[config.mk]
export PLATFORM = sky130hd
export DESIGN_NAME = s27_bist_tpg
export DESIGN_NICKNAME = d
export VERILOG_FILES = /design/src/rtl/s27_bist_tpg.sv
export SDC_FILE = /design/constraint.sdc
export NUM_CORES = 1
export LEC_CHECK = 0
export ABC_AREA = 1
export BUFFER_PORTS_ARGS = -buffer_cell sky130_fd_sc_hd__buf_2
export CORE_MARGIN = 10
export CORE_UTILIZATION = 57
export CTS_CLUSTER_SIZE = 24
export DETAILED_ROUTE_END_ITERATION = 10
export HOLD_SLACK_MARGIN = 0.03
export PLACE_DENSITY = 0.84
export SKIP_CTS_REPAIR_TIMING = 1
export SLEW_MARGIN = 10
export SYNTH_ARGS = -nofsm -noshare
export SYNTH_HDL_FRONTEND = slang
export SYNTH_SLANG_ARGS = --single-unit
[constraint.sdc]
create_clock -name CK -period 1.91 [get_ports CK]
set_clock_uncertainty 0.2 [all_clocks]
set_input_delay 0.191 -clock CK [delete_from_list [all_inputs] [get_ports CK]]
set_output_delay 0.191 -clock CK [all_outputs]
set_load 0.02 [all_outputs]
[src/rtl/s27_bist_tpg.sv]
// -----------------------------------------------------------------------------
// s27_bist_tpg -- built-in self-test pattern generator for the s27 core.
//
// Drives the core's four primary inputs (G0..G3) from a 4-bit maximal-length
// LFSR (x^4 + x^3 + 1, Fibonacci, shifting left, period 15). Each session
// starts with START and runs in this order:
//   1. INIT_CYCLES all-zero flush cycles, which bring the core's state flops
//      to a known value.
//   2. NUM_PATTERNS counted patterns.
//   3. DONE, which stays high until the next START.
// HOLD from the downstream compactor stalls the pattern stream while in RUN.
//
// Parameters:
//   SEED         LFSR load value at session start (0 is replaced by 0001)
//   NUM_PATTERNS counted patterns per session, 1 .. 2^CNT_W-1
//   INIT_CYCLES  all-zero flush cycles before the first pattern, 0 .. 15
//   CNT_W        width of the pattern index
//
// Ports:
//   CK         in   clock, rising edge
//   RST        in   asynchronous, active-high reset
//   START      in   session request, sampled only in IDLE and DONE
//   HOLD       in   stall request, acts only in RUN
//   PAT        out  pattern bits, PAT[0]..PAT[3] drive G0..G3
//   PAT_VALID  out  PAT is a counted test pattern this cycle
//   PAT_IDX    out  0-based index of the pattern on PAT
//   DONE       out  session complete, held until the next START
// -----------------------------------------------------------------------------
module s27_bist_tpg #(
  parameter logic [3:0] SEED         = 4'b0001,
  parameter int         NUM_PATTERNS = 15,
  parameter int         INIT_CYCLES  = 3,
  parameter int         CNT_W        = 8
) (
  input  logic             CK,
  input  logic             RST,
  input  logic             START,
  input  logic             HOLD,
  output logic [3:0]       PAT,
  output logic             PAT_VALID,
  output logic [CNT_W-1:0] PAT_IDX,
  output logic             DONE
);

  typedef enum logic [1:0] {
    ST_IDLE,
    ST_INIT,
    ST_RUN,
    ST_DONE
  } state_e;

  // An all-zero LFSR would lock up, so a zero seed falls back to 0001.
  localparam logic [3:0]       SEED_EFF   = (SEED == 4'b0000) ? 4'b0001 : SEED;
  localparam logic [CNT_W-1:0] LAST_IDX   = CNT_W'(NUM_PATTERNS - 1);
  // Only compared while in INIT, which is never entered when INIT_CYCLES == 0.
  localparam logic [3:0]       FLUSH_LAST = 4'(INIT_CYCLES - 1);

  state_e           state_q;
  logic [3:0]       lfsr_q;
  logic [3:0]       lfsr_d;
  logic [3:0]       flush_q;
  logic [CNT_W-1:0] cnt_q;    // index of the pattern currently held in lfsr_q
  logic [3:0]       pat_q;
  logic             valid_q;
  logic [CNT_W-1:0] idx_q;
  logic             done_q;

  // Next LFSR value. x^4 + x^3 + 1 feeds bits 3 and 2 back into bit 0.
  assign lfsr_d = {lfsr_q[2:0], lfsr_q[3] ^ lfsr_q[2]};

  // The output registers are loaded from the state the FSM is in at the
  // current edge. So every output lags its state by one cycle:
  //   - The first pattern appears one edge after INIT ends.
  //   - DONE rises one edge after the last pattern.
  // NOTE: all state below uses non-blocking assignments, so every register
  // sees the pre-edge values of the others. This is what lets the FSM
  // compare, shift and count in one edge without ordering hazards.
  always_ff @(posedge CK or posedge RST) begin
    if (RST) begin
      state_q <= ST_IDLE;
      lfsr_q  <= 4'b0001;
      flush_q <= '0;
      cnt_q   <= '0;
      pat_q   <= '0;
      valid_q <= 1'b0;
      idx_q   <= '0;
      done_q  <= 1'b0;
    end else begin
      // PAT is zero and not valid everywhere except RUN. RUN overrides these.
      pat_q   <= '0;
      valid_q <= 1'b0;
      done_q  <= 1'b0;

      case (state_q)
        ST_IDLE, ST_DONE: begin
          done_q <= (state_q == ST_DONE);
          // A START in DONE restarts immediately, exactly like one in IDLE.
          if (START) begin
            done_q  <= 1'b0;
            lfsr_q  <= SEED_EFF;
            cnt_q   <= '0;
            idx_q   <= '0;
            flush_q <= '0;
            state_q <= (INIT_CYCLES > 0) ? ST_INIT : ST_RUN;
          end
        end

        ST_INIT: begin
          // Stay for exactly INIT_CYCLES cycles. START and HOLD are ignored.
          if (flush_q == FLUSH_LAST) begin
            state_q <= ST_RUN;
          end else begin
            flush_q <= flush_q + 4'd1;
          end
        end

        ST_RUN: begin
          if (HOLD) begin
            // Stall: the displayed pattern and its index stay frozen, and
            // PAT_VALID drops so the compactor does not sample the repeat.
            pat_q <= pat_q;
          end else begin
            pat_q   <= lfsr_q;
            valid_q <= 1'b1;
            idx_q   <= cnt_q;
            lfsr_q  <= lfsr_d;
            cnt_q   <= cnt_q + 1'b1;
            if (cnt_q == LAST_IDX) begin
              state_q <= ST_DONE;
            end
          end
        end

        default: state_q <= ST_IDLE;
      endcase
    end
  end

  assign PAT       = pat_q;
  assign PAT_VALID = valid_q;
  assign PAT_IDX   = idx_q;
  assign DONE      = done_q;

endmodule

; ---- Word level (Yosys, flattened, before mapping)
; Cells that the tools add are included.
[op_classes]
div = 0
mul = 0
n_bitwise = 1
shift = 0
n_reduce_logical = 7
magnitude_cmp = 0
n_addsub = 2
mux = 22
n_eq_ne = 10
[op_table]
columns = cell, count
row1 = $pmux 8 s2, 2
row2 = $mux 4, 6
row3 = $mux 8, 3
row4 = $pmux 4 s2, 2
row5 = $ne 2x2->1 const B, 5
row6 = $add 8x1->8 const B, 1
row7 = $eq 8x4->1 const B, 1
row8 = $mux 2, 4
row9 = $pmux 2 s3, 1
row10 = $reduce_and 3->1, 2
row11 = $add 4x1->4 const B, 1
row12 = $eq 2x2->1 const B, 2
row13 = $eq 4x2->1 const B, 1
row14 = $mux 1, 4
row15 = $reduce_and 4->1, 1
row16 = $reduce_bool 2->1, 2
row17 = $eq 2x1->1 const B, 1
row18 = $logic_not 2->1, 1
row19 = $reduce_or 2->1, 1
row20 = $xor 1x1->1, 1
[totals]
mem_bits_ro = 0
ramBits = 0
ff_bits = 32
input_bits = 4
memories = 0
out_inout_bits = 14
latch_bits = 0

; ---- Logic depth before layout (Yosys ltp)
[depth]
ltp_word = 4
ltp_mapped = 10

; ---- Worst setup path before layout
; OpenSTA, ideal clock, no wires.
[synth_path]
path_kind = register -> register
from = register state_q[0]
to = register idx_q[4] (netlist: PAT_IDX[4])
period_less_slack_ns = 1.712
setup_ns = 0.121
t_required_ns = 1.589
stages_incl_launch_ff = 11
path_buffers = 1
path_slack_ns = 0.198
arrival_ns = 1.390
path_cell_list = dfrtp_1 -> inv_1 -> ha_1 -> inv_2 -> nand2_4 -> nand2_2 -> nor2_4 -> inv_2 -> buf_6 -> nand2_1 -> o21ai_1
[synth_via]
elab_chain_len = 4
[synth_lines]
columns = element, line_no
row1 = from (decl), 58  ; state_e state_q;
row2 = from (signal assigned), 104  ; state_q <= (INIT_CYCLES > 0) ? ST_INIT : ST_RUN;
row3 = $eq 2x2->1 / $logic_not 2->1 (equally long branches), 94  ; case (state_q)
row4 = $reduce_or 2->1, 94
row5 = $ne 2x2->1 (no source line) / $reduce_bool 2->1 (equally long branches), -
row6 = $reduce_and 3->1 (no source line), -
row7 = to (signal assigned), 125  ; idx_q <= cnt_q;
row8 = to (decl), 65  ; logic [CNT_W-1:0] idx_q;
; Parallel ways exist; a longest one is shown, timed or not.
; A chain may end at the register's enable or synchronous reset.

; ---- Final worst setup path
[layout_path]
from = register state_q[0]
to = register cnt_q[3]
[layout_via]
elab_chain_len = 4
[layout_lines]
columns = element, line_no
row1 = $eq 2x2->1 / $logic_not 2->1 (equally long branches), 94
row2 = $reduce_or 2->1, 94
row3 = $ne 2x2->1 (no source line) / $reduce_bool 2->1 (equally long branches), -
row4 = $reduce_and 3->1 (no source line), -
row5 = to (signal assigned), 127  ; cnt_q <= cnt_q + 1'b1;
row6 = to (decl), 62  ; logic [CNT_W-1:0] cnt_q;
; Parallel ways exist; a longest one is shown, timed or not.

==> metrics.txt <==
# TYPE chip_impl_metric gauge
chip_impl_metric{name="post-layout-total-power",unit="W"} 0.00260
chip_impl_metric{name="dpl-instance-area",unit="um^2"} 1700
chip_impl_metric{name="number_of_global_route_vias_before_repair",unit=""} 1240
chip_impl_metric{name="floorplan.initialDensity",unit="%"} 58.4
chip_impl_metric{name="final_cell_area",unit="um^2"} 1880
chip_impl_metric{name="areaGrowthSynthToFinish",unit="%"} 18.8
chip_impl_metric{name="firstDrtPassIters",unit=""} 5
chip_impl_metric{name="final_core_utilization",unit="%"} 69.4
chip_impl_metric{name="worst_path_maximum_fanout",unit=""} 7
chip_impl_metric{name="finalMaxSlewViolations",unit=""} 0
chip_impl_info{name="run_status",value="completed"} 1
chip_impl_metric{name="place.port_buffers",unit=""} 17
chip_impl_metric{name="drcViolationCount",unit=""} 0
chip_impl_info{name="startpoint_type",value="register"} 1
chip_impl_info{name="crit_chain",value="inv_1 -> ha_4 -> inv_2 -> nand2_4 -> nand2_2 -> nor2_4 -> buf_4 -> o21a_1 -> nor2_1"} 1
chip_impl_metric{name="synthDominantCellAreaShare",unit="%"} 49.0
chip_impl_metric{name="grt_start_max_net_pins",unit=""} 33
chip_impl_metric{name="setup_failing_eps_final",unit=""} 0
chip_impl_metric{name="ys_ff_latch",unit=""} 32
chip_impl_metric{name="number_of_ports_placed_on_the_die_boundary",unit=""} 18
chip_impl_info{name="tritoncts",value="yes"} 1
chip_impl_metric{name="crit_path_max_incr_delay",unit="ps"} 420
chip_impl_metric{name="synth-warning-count",unit=""} 0
chip_impl_metric{name="total_leakage_power",unit="nW"} 0.965
chip_impl_metric{name="clockBufferDepth",unit=""} 2
chip_impl_info{name="synth.largest_area_cell",value="dfrtp_1"} 1
chip_impl_metric{name="wirelength",unit="um"} 3410
chip_impl_metric{name="drtIter0Drc",unit=""} 91
chip_impl_metric{name="postSynthCellCount",unit=""} 182
chip_impl_metric{name="nets",unit=""} 229
chip_impl_metric{name="grt_antenna_before_repair",unit=""} 0
chip_impl_metric{name="mappedNetlistArea",unit="um^2"} 1580
chip_impl_metric{name="worst_ir_drop_vdd",unit="mV"} 1.03
chip_impl_metric{name="worstPathRequired",unit="ps"} 1940
chip_impl_info{name="hold_path.class",value="in2async"} 1
chip_impl_metric{name="cp_num_buf_inv",unit=""} 3
chip_impl_info{name="post_synth_main_area_contributors",value="dfrtp_1 49%, nand2_1 11%, ha_1 7.1%, o21ai_0 5.7%, inv_1 5.0%"} 1
chip_impl_metric{name="max-cap-violations",unit=""} 0
chip_impl_metric{name="detailroute.via_count",unit=""} 1334
chip_impl_metric{name="grt.total_usage",unit="%"} 12.6
chip_impl_info{name="most_common_cell_after_layout_fill_and_taps_aside",value="nand2_1"} 1
chip_impl_metric{name="floorplan.core_area",unit="um^2"} 2710
chip_impl_metric{name="drtAntennaViolNets",unit=""} 0
chip_impl_info{name="ctsRootBufferMaster",value="clkbuf_4"} 1
chip_impl_metric{name="worst_slew_pin_slew",unit="ps"} 423
chip_impl_metric{name="floorplan.die_area",unit="um^2"} 5280
chip_impl_info{name="timing.critical_path.max_delay_family",value="simple AND/OR/NAND/NOR gates"} 1
chip_impl_metric{name="timing.max_slew.rel_slack",unit="%"} 71.5
chip_impl_metric{name="path_clk_slew",unit="ps"} 100
chip_impl_metric{name="diode_count",unit=""} 0
chip_impl_metric{name="reg2reg_slack",unit="ps"} 30
chip_impl_metric{name="die_h",unit="um"} 72.7
chip_impl_metric{name="postSynthNetCount",unit=""} 195
chip_impl_metric{name="route.detailed.wl_per_inst",unit="um"} 13.8
chip_impl_metric{name="final_period_minus_worst_setup_slack",unit="ps"} 1880
chip_impl_metric{name="route.detailed.vias_per_inst",unit=""} 5.38
chip_impl_metric{name="cts_max_level",unit=""} 2
chip_impl_metric{name="timing.final.hold_violations",unit=""} 0
chip_impl_metric{name="sequential_element_share_of_the_synthesized_area",unit="%"} 50.7
chip_impl_metric{name="layout_worst_path_cycle_share",unit="%"} 98.3
chip_impl_metric{name="gr-total-overflow",unit=""} 0
chip_impl_info{name="timing.critical_path.slowest_stage_cell",value="dfrtp_1"} 1
chip_impl_metric{name="grt_first_pass_wirelength",unit="um"} 5290
chip_impl_metric{name="die_width",unit="um"} 72.7
chip_impl_metric{name="power.density",unit="nW/um^2"} 1390
chip_impl_metric{name="synth_cell_type_count",unit=""} 22
chip_impl_metric{name="cts_num_sinks",unit=""} 32
chip_impl_metric{name="cp.arrival",unit="ps"} 1910
chip_impl_metric{name="cts_buffers",unit=""} 5
chip_impl_metric{name="syn_avg_cell_area",unit="um^2"} 8.70
chip_impl_info{name="critPathKind",value="reg2reg"} 1
chip_impl_metric{name="dpl.hpwl",unit="um"} 2280
chip_impl_metric{name="gp_congestion",unit=""} 0.904
chip_impl_metric{name="core.rowCount",unit=""} 19
chip_impl_metric{name="worst_skew_pair.late_latency",unit="ps"} 340
chip_impl_metric{name="post_route_cells_drive_above_1_share",unit="%"} 22.1
chip_impl_info{name="layout.cells.most_common_list",value="45 x nand2_1, 31 x dfrtp_1, 20 x inv_1, 18 x o21ai_0, 17 x buf_2"} 1
chip_impl_info{name="setup.worst_path.end_class",value="register"} 1
chip_impl_metric{name="fmaxAchievable",unit="MHz"} 532
==> power by group <==
group | internal [W] | leakage [nW] | switching (W) | total [W]
logic | 0.000464 | 0.488 | 0.000757 | 0.00122
registers | 0.000794 | 0.435 | 0.0000861 | 0.000880
clock network | 0.000274 | 0.0422 | 0.000230 | 0.000504
total | 0.00153 | 0.965 | 0.00107 | 0.00260
==> tightest hold or removal path: stages <==
cell           delay, ps
dlygate4sd3_1        530
buf_2                120
inv_1                 40
buf_4                360
==> area by class of cell <==
type / instances / area, um^2
Inverter: 24 / 92.6
Clock inverter: 2 / 35.0
Clock buffer: 6 / 41.3
Multi-Input combinational cell: 123 / 677
Timing Repair Buffer: 30 / 194
Sequential cell: 32 / 802
Tap cell: 31 / 38.8
Fill cell: 201 / 830
==> state kept, by name, indices dropped and copies added, names as in the netlist <==
signal and cells:
PAT_VALID 1, cnt_q 8, PAT 4, PAT_IDX 8, DONE 1, lfsr_q 4, flush_q 4, state_q 2
==> worst paths after layout <==
kind,from,endpoint,cells past startpoint
min,RST,PAT[3],4
max in group asynchronous,RST,lfsr_q[0],4
max,state_q[0],cnt_q[3],9
min reg2reg,PAT[2],PAT[2],2
max reg2reg,state_q[0],cnt_q[3],9
min in group CK,PAT[2],PAT[2],2
==> synthesized netlist by cell type <==
cell type	count
or2_2	1
nand3_1	11
inv_1	21
dfstp_2	1
nand3b_1	1
nor2_4	2
nand2_2	3
ha_1	9
nand2_4	1
buf_4	1
buf_6	2
o21ai_0	18
nand4_1	5
o22ai_1	1
inv_2	3
dfrtp_1	31
o21ai_1	9
xor2_1	3
a21oi_1	2
o21a_1	1
nor2_1	11
nand2_1	45
==> per-layer routing <==
metal  share of wire (%)  up-vias  track usage, %
met3                 6.4       12            4.08
li1                    -      653               -
met4                 2.3        0            6.75
met1                  42      633            14.0
met2                  49       36            20.7
met5                   0        -               0
==> cells by family (layout without fill, tap and decap cells) <==
group                    Yosys count  after routing  synth area share [%]
AO/OA/AOI/OAI                     31             31                  10.0
buffers and inverters             27             62                  7.59
AND/OR/NAND/NOR                   80             80                  22.9
adder cells (fa/ha/maj)            9              9                  7.11
flip-flops                        32             32                  50.7
XOR/XNOR                           3              3                  1.66
==> stage by stage <==
stage | hold slack [ps] | instances | TNS [ps] | setup slack [ps]
floorplan | 56.2 | 182 | 0 | 198
global route | 312 | 248 | -216 | -45.4
global placement | 83.7 | 230 | 0 | 149
finish | 268 | 248 | 0 | 31.7
CTS | -265 | 238 | 0 | 10.5
detailed placement | 96.4 | 230 | 0 | 41.3
No activity file was read; power rests on OpenSTA's default activity.
